===== src/rtl/addsub_seq.sv =====
// Sequential adder/subtractor: processes CHUNK bits per cycle, LSB slice first.
// Define ADDSUB_SEQ_OVF_EN to add the registered signed-overflow output ovf.
module addsub_seq #(
    parameter int unsigned WIDTH = 32,
    parameter int unsigned CHUNK = 8
) (
    input  logic             clk,
    input  logic             rst_n,
    input  logic             in_valid,
    output logic             in_ready,
    input  logic [WIDTH-1:0] a,
    input  logic [WIDTH-1:0] b,
    input  logic             sub,
    output logic             out_valid,
    input  logic             out_ready,
    output logic [WIDTH-1:0] sum,
    output logic             carry
`ifdef ADDSUB_SEQ_OVF_EN
    ,
    output logic             ovf
`endif
);

    localparam int unsigned N    = WIDTH / CHUNK;
    localparam int unsigned CntW = (N > 1) ? $clog2(N) : 1;

    if (CHUNK == 0 || (WIDTH % CHUNK) != 0) begin : g_bad_cfg
        $error("addsub_seq: WIDTH must be a positive multiple of CHUNK");
    end

    typedef enum logic [1:0] {StIdle, StRun, StDone} state_e;

    state_e            state_q;
    logic [CntW-1:0]   cnt_q;
    logic              cy_q;
    logic [WIDTH-1:0]  a_q, b_q, res_q;
    logic [WIDTH-1:0]  sum_q;
    logic              carry_q;
    logic              in_ready_q, out_valid_q;

    logic [31:0]       base;
    logic [CHUNK-1:0]  a_sl, b_sl;
    logic [CHUNK:0]    slice;
    logic [WIDTH-1:0]  res_d;
    logic              last;

    always_comb begin
        base  = 32'(cnt_q) * CHUNK;
        a_sl  = a_q[base +: CHUNK];
        b_sl  = b_q[base +: CHUNK];
        slice = {1'b0, a_sl} + {1'b0, b_sl} + {{CHUNK{1'b0}}, cy_q};
        res_d = res_q;
        res_d[base +: CHUNK] = slice[CHUNK-1:0];
        last  = (cnt_q == CntW'(N - 1));
    end

`ifdef ADDSUB_SEQ_OVF_EN
    logic ovf_q;
    logic msb_cin;
    // Carry into the MSB recovered from the MSB sum bit and its two addend bits.
    assign msb_cin = a_q[WIDTH-1] ^ b_q[WIDTH-1] ^ slice[CHUNK-1];

    always_ff @(posedge clk) begin
        if (!rst_n) begin
            ovf_q <= 1'b0;
        end else if (state_q == StRun && last) begin
            ovf_q <= msb_cin ^ slice[CHUNK];
        end
    end

    assign ovf = ovf_q;
`endif

    always_ff @(posedge clk) begin
        if (!rst_n) begin
            state_q     <= StIdle;
            cnt_q       <= '0;
            cy_q        <= 1'b0;
            a_q         <= '0;
            b_q         <= '0;
            res_q       <= '0;
            sum_q       <= '0;
            carry_q     <= 1'b0;
            in_ready_q  <= 1'b0;
            out_valid_q <= 1'b0;
        end else begin
            unique case (state_q)
                StIdle: begin
                    in_ready_q <= 1'b1;
                    if (in_valid && in_ready_q) begin
                        // Subtraction as a + ~b + 1: invert b here, carry-in supplies the +1.
                        a_q        <= a;
                        b_q        <= b ^ {WIDTH{sub}};
                        cy_q       <= sub;
                        cnt_q      <= '0;
                        in_ready_q <= 1'b0;
                        state_q    <= StRun;
                    end
                end
                StRun: begin
                    cy_q  <= slice[CHUNK];
                    res_q <= res_d;
                    cnt_q <= cnt_q + 1'b1;
                    if (last) begin
                        sum_q       <= res_d;
                        carry_q     <= slice[CHUNK];
                        out_valid_q <= 1'b1;
                        state_q     <= StDone;
                    end
                end
                StDone: begin
                    if (out_ready) begin
                        out_valid_q <= 1'b0;
                        in_ready_q  <= 1'b1;
                        state_q     <= StIdle;
                    end
                end
                default: begin
                    state_q <= StIdle;
                end
            endcase
        end
    end

    assign in_ready  = in_ready_q;
    assign out_valid = out_valid_q;
    assign sum       = sum_q;
    assign carry     = carry_q;

endmodule


===== config.mk =====
export PLATFORM = sky130hd
export DESIGN_NAME = addsub_seq
export DESIGN_NICKNAME = d
export VERILOG_FILES = /design/src/rtl/addsub_seq.sv
export SDC_FILE = /design/constraint.sdc
export NUM_CORES = 1
export LEC_CHECK = 0
export CAP_MARGIN = 20
export CORE_AREA = 2 2 122 100
export CTS_BUF_LIST = sky130_fd_sc_hd__clkbuf_8 sky130_fd_sc_hd__clkbuf_16
export CTS_CLUSTER_SIZE = 28
export DETAILED_ROUTE_END_ITERATION = 8
export DIE_AREA = 0 0 124 102
export PLACE_DENSITY_LB_ADDON = 0.3
export SETUP_SLACK_MARGIN = 0.3
export SLEW_MARGIN = 0
export SYNTH_ARGS = -nofsm -noshare
export SYNTH_HDL_FRONTEND = slang
export SYNTH_SLANG_ARGS = --single-unit

===== constraint.sdc =====
create_clock -name clk -period 4.7 [get_ports clk]
set_clock_uncertainty 0.05 [all_clocks]
set_input_delay 0.47 -clock clk [delete_from_list [all_inputs] [get_ports clk]]
set_output_delay 0.47 -clock clk [all_outputs]
set_load 0.03 [all_outputs]

==> impl_metrics.ini, run 1 <==
[status]
status = complete, no violations

[critical_path]
end_kind = flip-flop
crit_required_ns = 4.95
rrSetupSlack_ns = 0.97
timing.rr.start = cnt_q[0]$_SDFFE_PN0P_
r2r_end = res_q[22]$_SDFFE_PN0P_
crit_arrival_ns = 3.98
start_kind = flip-flop
worstPathMaxFanout = 10
worst-r2r-cell-count = 8
critical_path_class = reg2reg

[cts]
post_cts_buffers = 0
hold_buffers = 0
clock_latency_ns = 0.42
cts_buffers = 17
cts_tree = done
cts.path.max_buffers = 2
ctsResizeCount = 0
cts.htree.levels = 4
cts_sinks = 136
path_clk_slew_ns = 0.06
cts_root_buffer = clkbuf_16

[drt]
drt-initial-drc-count = 417
drc = 0
postRouteAntennaNets = 0
drtPass1Iterations = 5
avgRoutedWirePerCell_um = 18.2
dr_total_vias = 5737
drt_wl_total_um = 17500
avgViaCountPerCell = 5.98

[layout]
layout-drive-gt1-share = 0.0948
nNetsFinal = 885
syn2layout_area_growth_pct = 25.5
num-fill-cells = 880
n_antenna_cell = 0
fin_cells = 960

[logic_synthesis]
synth_edf_count = 0
async_flop_share = 0
syn-num-nets = 811
synth_area_per_cell_um2 = 8.92
synth_cells = 727
synth_warnings = 0
ys.flop_type = dfxtp_1
ys_seq_elements = 136
synth_cell_types = 55
synth-seq-area-share = 0.420
syn_area_mm2 = 0.00648

[timing]
rsz0062_at_grt = false
hold_slack_ns = 0.399
fin_tns_setup_ns = 0
tightest_slew_ns = 0.978
post-route-period-util = 0.793
final_hold_viol_count = 0
finalSetupViolations = 0
final_max_slew_viol_count = 0
layout_setup_ws_ns = 0.973
fmax_mhz = 268
slew_headroom = 0.347
finalCriticalPeriod_ns = 3.73

[placed_design]
place_hpwl_um = 12100
place_congestion = 0.874
pre_cts_slack_ns = 0.996
port-buffer-count = 103
placedCellCount = 930

[power]
switching_power_uw = 762
powerDensity_mw_per_mm2 = 367
p_int_mw = 2.22
p_sw_frac = 0.255
clockPowerShare = 0.450
p_seq_frac = 0.414
combinationalPowerShare = 0.135
peakVddDrop_v = 0.000252
leakage_nw = 2.85

[grt]
grt_overflow_total = 0
grt_usage = 0.286
grt_pass1_vias = 5507
antenna_found_initial = 0
grt_max_degree = 97
grt_pass1_wl_um = 27700

[floorplan]
floorplan.initialDensity = 0.569
die-height_um = 102
rows = 35
io_pins = 104
core-area_mm2 = 0.0114
die_x_um = 124
fp.dieArea_mm2 = 0.0126

[worst_hold_path]
hold_class = reg2reg
hp-start = res_q[28]$_SDFFE_PN0P_
holdPathEnd = res_q[28]$_SDFFE_PN0P_
hold_path_depth = 2

[flow_run]
max_cap_violations = 0
-- cells in the final DEF, fill, tap and decap left out, types with 3 or more instances in the layout --
| master | instances |
|---|---|
| or3b_2 | 3 |
| o21ai_1 | 9 |
| nand3b_1 | 4 |
| xnor2_1 | 33 |
| clkbuf_16 | 17 |
| buf_4 | 9 |
| mux4_2 | 16 |
| bufinv_16 | 3 |
| nand4_1 | 6 |
| nand3_1 | 6 |
| mux2_2 | 4 |
| nand2_1 | 82 |
| a211o_1 | 3 |
| clkinvlp_4 | 4 |
| a2111oi_0 | 4 |
| nand4bb_1 | 4 |
| clkinv_2 | 3 |
| a22oi_1 | 11 |
| a32oi_1 | 4 |
| a31oi_1 | 10 |
| nor2_1 | 85 |
| mux2i_1 | 4 |
| a21o_1 | 3 |
| and3_1 | 5 |
| ha_1 | 13 |
| nor2b_1 | 9 |
| nor3_1 | 3 |
| dfxtp_1 | 136 |
| inv_1 | 8 |
| clkdlybuf4s50_1 | 102 |
| a21boi_0 | 4 |
| and2_1 | 3 |
| a211oi_1 | 59 |
| o21ai_0 | 30 |
| nand2b_1 | 7 |
| a21oi_1 | 70 |
| o22ai_1 | 4 |
-- sequential cells by signal, summed over array words and instances, names as in the netlist --
register and cells:
a_q 32, b_q 32, res_q 32, sum 32
cnt_q 2, state_q 2, carry 1, cy_q 1
in_ready 1, out_valid 1
-- critical path, stage by stage, from the launching register on --
cell and delay (ns):
dfxtp_1 0.64, buf_4 0.31, mux4_2 0.54, fa_1 0.46, fa_1 0.42, a21o_1 0.28
a221oi_4 0.56, xor2_2 0.25, o21ai_1 0.10
-- worst max-delay path by stage --
stage,start,to,slack (ns),cells after the start
floorplan,cnt_q[0]$_SDFFE_PN0P_,res_q[14]$_SDFFE_PN0P_,1.53,8
global route,cnt_q[0]$_SDFFE_PN0P_,res_q[14]$_SDFFE_PN0P_,0.81,8
CTS,cnt_q[0]$_SDFFE_PN0P_,res_q[22]$_SDFFE_PN0P_,0.98,8
global placement,cnt_q[0]$_SDFFE_PN0P_,sum[6]$_SDFFE_PN0P_,1.06,8
detailed placement,cnt_q[0]$_SDFFE_PN0P_,res_q[30]$_SDFFE_PN0P_,1.0,8
finish,cnt_q[0]$_SDFFE_PN0P_,res_q[22]$_SDFFE_PN0P_,0.97,8
-- area by class of cell --
class | instances | area [um^2] | share of cell area
clock buffer | 18 | 439 | 0.0540
clock inverter | 12 | 153 | 0.0188
inverter | 9 | 33.8 | 0.00415
multi-input combinational | 524 | 3490 | 0.429
sequential | 136 | 2720 | 0.335
tap | 148 | 185 | 0.0228
timing repair buffer | 113 | 1110 | 0.137
-- power groups by stage --
stage / clock network, mW / registers, mW / logic, mW
after floorplan: 0 / 1.25 / 0.268
after global placement: 0 / 1.26 / 0.384
after detailed placement: 0 / 1.26 / 0.397
after CTS: 1.35 / 1.24 / 0.401
after global routing: 1.40 / 1.24 / 0.440
final: 1.34 / 1.24 / 0.404
-- metrics by stage --
step                total power [mW]  cell area [um^2]   util
finish                          2.99              8130  0.714
global route                    3.09              8130  0.714
CTS                             2.99              8130  0.714
detailed placement              1.66              7540  0.662
global placement                1.64              7540  0.662
floorplan                       1.52              6480      -
-- synthesized netlist by cell type (all sizes together), types with 10 or more instances --
library cell	n	area (um^2)
dfxtp	136	2720
nor2	85	319
nand2	82	308
a21oi	70	350
a211oi	61	468
o21ai	39	195
buf	34	179
xnor2	33	289
clkbuf	24	90.1
mux4	16	360
ha	13	163
a22oi	11	82.6
a31oi	10	62.6
nor2b	10	62.6
-- per-layer routing --
layer	share of wire	global-route usage	wire [um]	up-vias
met5	0	0	0	-
met4	0.015	0.0873	254	0
met2	0.47	0.454	8280	205
met3	0.069	0.0653	1210	30
li1	-	-	-	2746
met1	0.44	0.393	7710	2756
-- logic make-up after synthesis --
family	after synthesis	synth area share
and+or+nand+nor	231	0.169
AOI/OAI and AO/OA	219	0.216
DFF	136	0.420
buffers and inverters	67	0.0467
xor gates and xnor gates	35	0.0484
muxes	24	0.0687
adders and majority gates	15	0.0313
No activity file was read; power rests on OpenSTA's default activity.
==> run 2, diff against run 1 <==
--- a/config.mk
+++ b/config.mk
@@ -6,11 +6,11 @@
 export NUM_CORES = 1
 export LEC_CHECK = 0
 export CAP_MARGIN = 20
-export CORE_AREA = 2 2 122 100
+export CORE_AREA = 2 2 132 108
 export CTS_BUF_LIST = sky130_fd_sc_hd__clkbuf_8 sky130_fd_sc_hd__clkbuf_16
 export CTS_CLUSTER_SIZE = 28
 export DETAILED_ROUTE_END_ITERATION = 8
-export DIE_AREA = 0 0 124 102
+export DIE_AREA = 0 0 134 110
 export PLACE_DENSITY_LB_ADDON = 0.3
 export SETUP_SLACK_MARGIN = 0.3
 export SLEW_MARGIN = 0
==> constraint.sdc (replaced) <==
create_clock -name clk -period 3.35 [get_ports clk]
set_clock_uncertainty 0.05 [all_clocks]
set_input_delay 0.335 -clock clk [delete_from_list [all_inputs] [get_ports clk]]
set_output_delay 0.335 -clock clk [all_outputs]
set_load 0.03 [all_outputs]
==> run 2 against run 1 <==
  * Cell count grew 4.1%
  * Largest power group unchanged
  * Die area grew 17%
  * First-iteration DRC count grew 27%
==> impl_metrics.ini, run 2 (synthesis results as in run 1) <==
[timing]
final_max_slew_viol_count = 0
final_hold_viol_count = 0
rsz0062_at_grt = false
fin_tns_setup_ns = 0
tightest_slew_ns = 0.926
slew_headroom = 0.383
finalSetupViolations = 0
fmax_mhz = 341
finalCriticalPeriod_ns = 2.94
layout_setup_ws_ns = 0.414
post-route-period-util = 0.876

[critical_path]
crit_arrival_ns = 3.19
cpLargestDelayFamily = adder cells
start_kind = flip-flop
cp_slowest_stage_delay_ns = 0.52
worstPathMaxFanout = 6
crit_required_ns = 3.60
critical_path_class = reg2reg
crit_buf_inv = 1
crit_slowest_cell = mux4_2
critical_path.cell_chain = mux4_2 > fa_1 > fa_2 > a21o_2 > a221oi_4 > buf_12 > xor2_2 > o21ai_1
end_kind = flip-flop

[drt]
postRouteAntennaNets = 0
avgViaCountPerCell = 5.68
drt-initial-drc-count = 529
avgRoutedWirePerCell_um = 17.3
drc = 0
drt_wl_total_um = 17300
dr_total_vias = 5677
drtPass1Iterations = 5

[power]
p_sw_frac = 0.258
clockPowerShare = 0.456
leakage_nw = 2.87
switching_power_mw = 1.09
combinationalPowerShare = 0.135
powerDensity_mw_per_mm2 = 513
p_seq_frac = 0.410
p_int_mw = 3.14
peakVddDrop_v = 0.000374

[floorplan]
io_pins = 104
fp.dieArea_mm2 = 0.0147
die-height_um = 110
die_x_um = 134
rows = 38
floorplan.initialDensity = 0.485
core-area_mm2 = 0.0134

[grt]
grt_pass1_wl_um = 27800
antenna_found_initial = 0
grt_usage = 0.242
grt_overflow_total = 0
grt_pass1_vias = 5466
grt_max_degree = 97

[layout]
layout-drive-gt1-share = 0.106
n_antenna_cell = 0
nNetsFinal = 890
final_cell_mix = dfxtp_1 (134), clkdlybuf4s50_1 (102), nor2_1 (85)
final_common_cell = dfxtp_1
syn2layout_area_growth_pct = 27.1

[cts]
cts.path.max_buffers = 2
path_clk_slew_ns = 0.06
cts_root_buffer = clkbuf_16
cts.htree.levels = 4
clock_latency_ns = 0.42
cts_sinks = 136
cts_tree = done
cts_buffers = 17

[placed_design]
place_hpwl_um = 12300
place_congestion = 0.891
port-buffer-count = 103
pre_cts_slack_ns = 0.267

[status]
status = complete, no violations

[worst_hold_path]
hold_class = reg2reg

[flow_run]
max_cap_violations = 0
run 2: cell types whose count changed in the layout (fill, tap and decap cells not counted), moves of 2 or more:
cell        previous run  this run
dfxtp_2                0         2
clkinvlp_4             4         6
clkinv_2               3         1
buf_4                  9        13
clkinv_4               1         3
dfxtp_1              136       134
run 2: cell type report:
type / count / area, um^2
sequential: 136 / 2730
fill: 1120 / 5120
clock inverter: 14 / 175
multi-input combinational: 524 / 3480
clock buffer: 18 / 439
tap: 180 / 225
timing repair buffer: 118 / 1160
inverter: 9 / 33.8
run 2: power groups by stage:
stage               clock [mW]  sequential, mW  combinational [mW]
finish                    1.93            1.73               0.569
global route              2.02            1.74               0.623
CTS                       1.94            1.73               0.567
detailed placement           0            1.77               0.562
global placement             0            1.76               0.549
floorplan                    0            1.75               0.377
run 2: path summary, 6_finish.rpt:
| path | end | slack [ns] | depth (start not counted) | start |
|---|---|---|---|---|
| worst max-delay path | res_q[6]$_SDFFE_PN0P_ | 0.41 | 8 | cnt_q[0]$_SDFFE_PN0P_ |
| worst max register to register | res_q[6]$_SDFFE_PN0P_ | 0.41 | 8 | cnt_q[0]$_SDFFE_PN0P_ |
| worst min register to register | res_q[21]$_SDFFE_PN0P_ | 0.40 | 2 | res_q[21]$_SDFFE_PN0P_ |
| worst min-delay path | res_q[21]$_SDFFE_PN0P_ | 0.40 | 2 | res_q[21]$_SDFFE_PN0P_ |
run 2: repair_timing:
action                                 4_1_cts  5_1_grt
hold buffers                                 0        0
gates cloned                                 0        0
endpoints found under the hold margin        0        0
pin swaps                                    1        0
setup endpoints to repair                    9       26
setup buffers                                1        0
resized for setup                            0        3
run 2: metrics by stage:
step / hold WS [ns] / power, mW / instances / instance area, um^2 / utilization
2_1_floorplan: 0.367 / 2.13 / 727 / 6490 / -
3_3_place_gp: 0.383 / 2.31 / 966 / 7600 / 0.569
3_5_place_dp: 0.393 / 2.33 / 966 / 7600 / 0.569
4_1_cts: 0.403 / 4.25 / 999 / 8240 / 0.617
5_1_grt: 0.420 / 4.38 / 999 / 8240 / 0.617
6_report: 0.405 / 4.23 / 999 / 8240 / 0.617
run 2: layer usage:
metal | routed length (um) | track usage | share of wire | vias to the layer above
met1 | 8070 | 0.328 | 0.47 | 2710
li1 | - | - | - | 2765
met5 | 0 | 0 | 0 | -
met4 | 288 | 0.0767 | 0.017 | 0
met3 | 984 | 0.0489 | 0.057 | 26
met2 | 7920 | 0.394 | 0.46 | 176
run 2: worst reg2reg max path: cells and delay by family (launching register included):
family                     cells  cell delay [ns]
AOI/OAI and AO/OA              3             0.68
xor gates and xnor gates       1             0.20
adders and majority gates      2             0.84
buffers and inverters          1             0.16
DFF                            1             0.37
muxes                          1             0.52
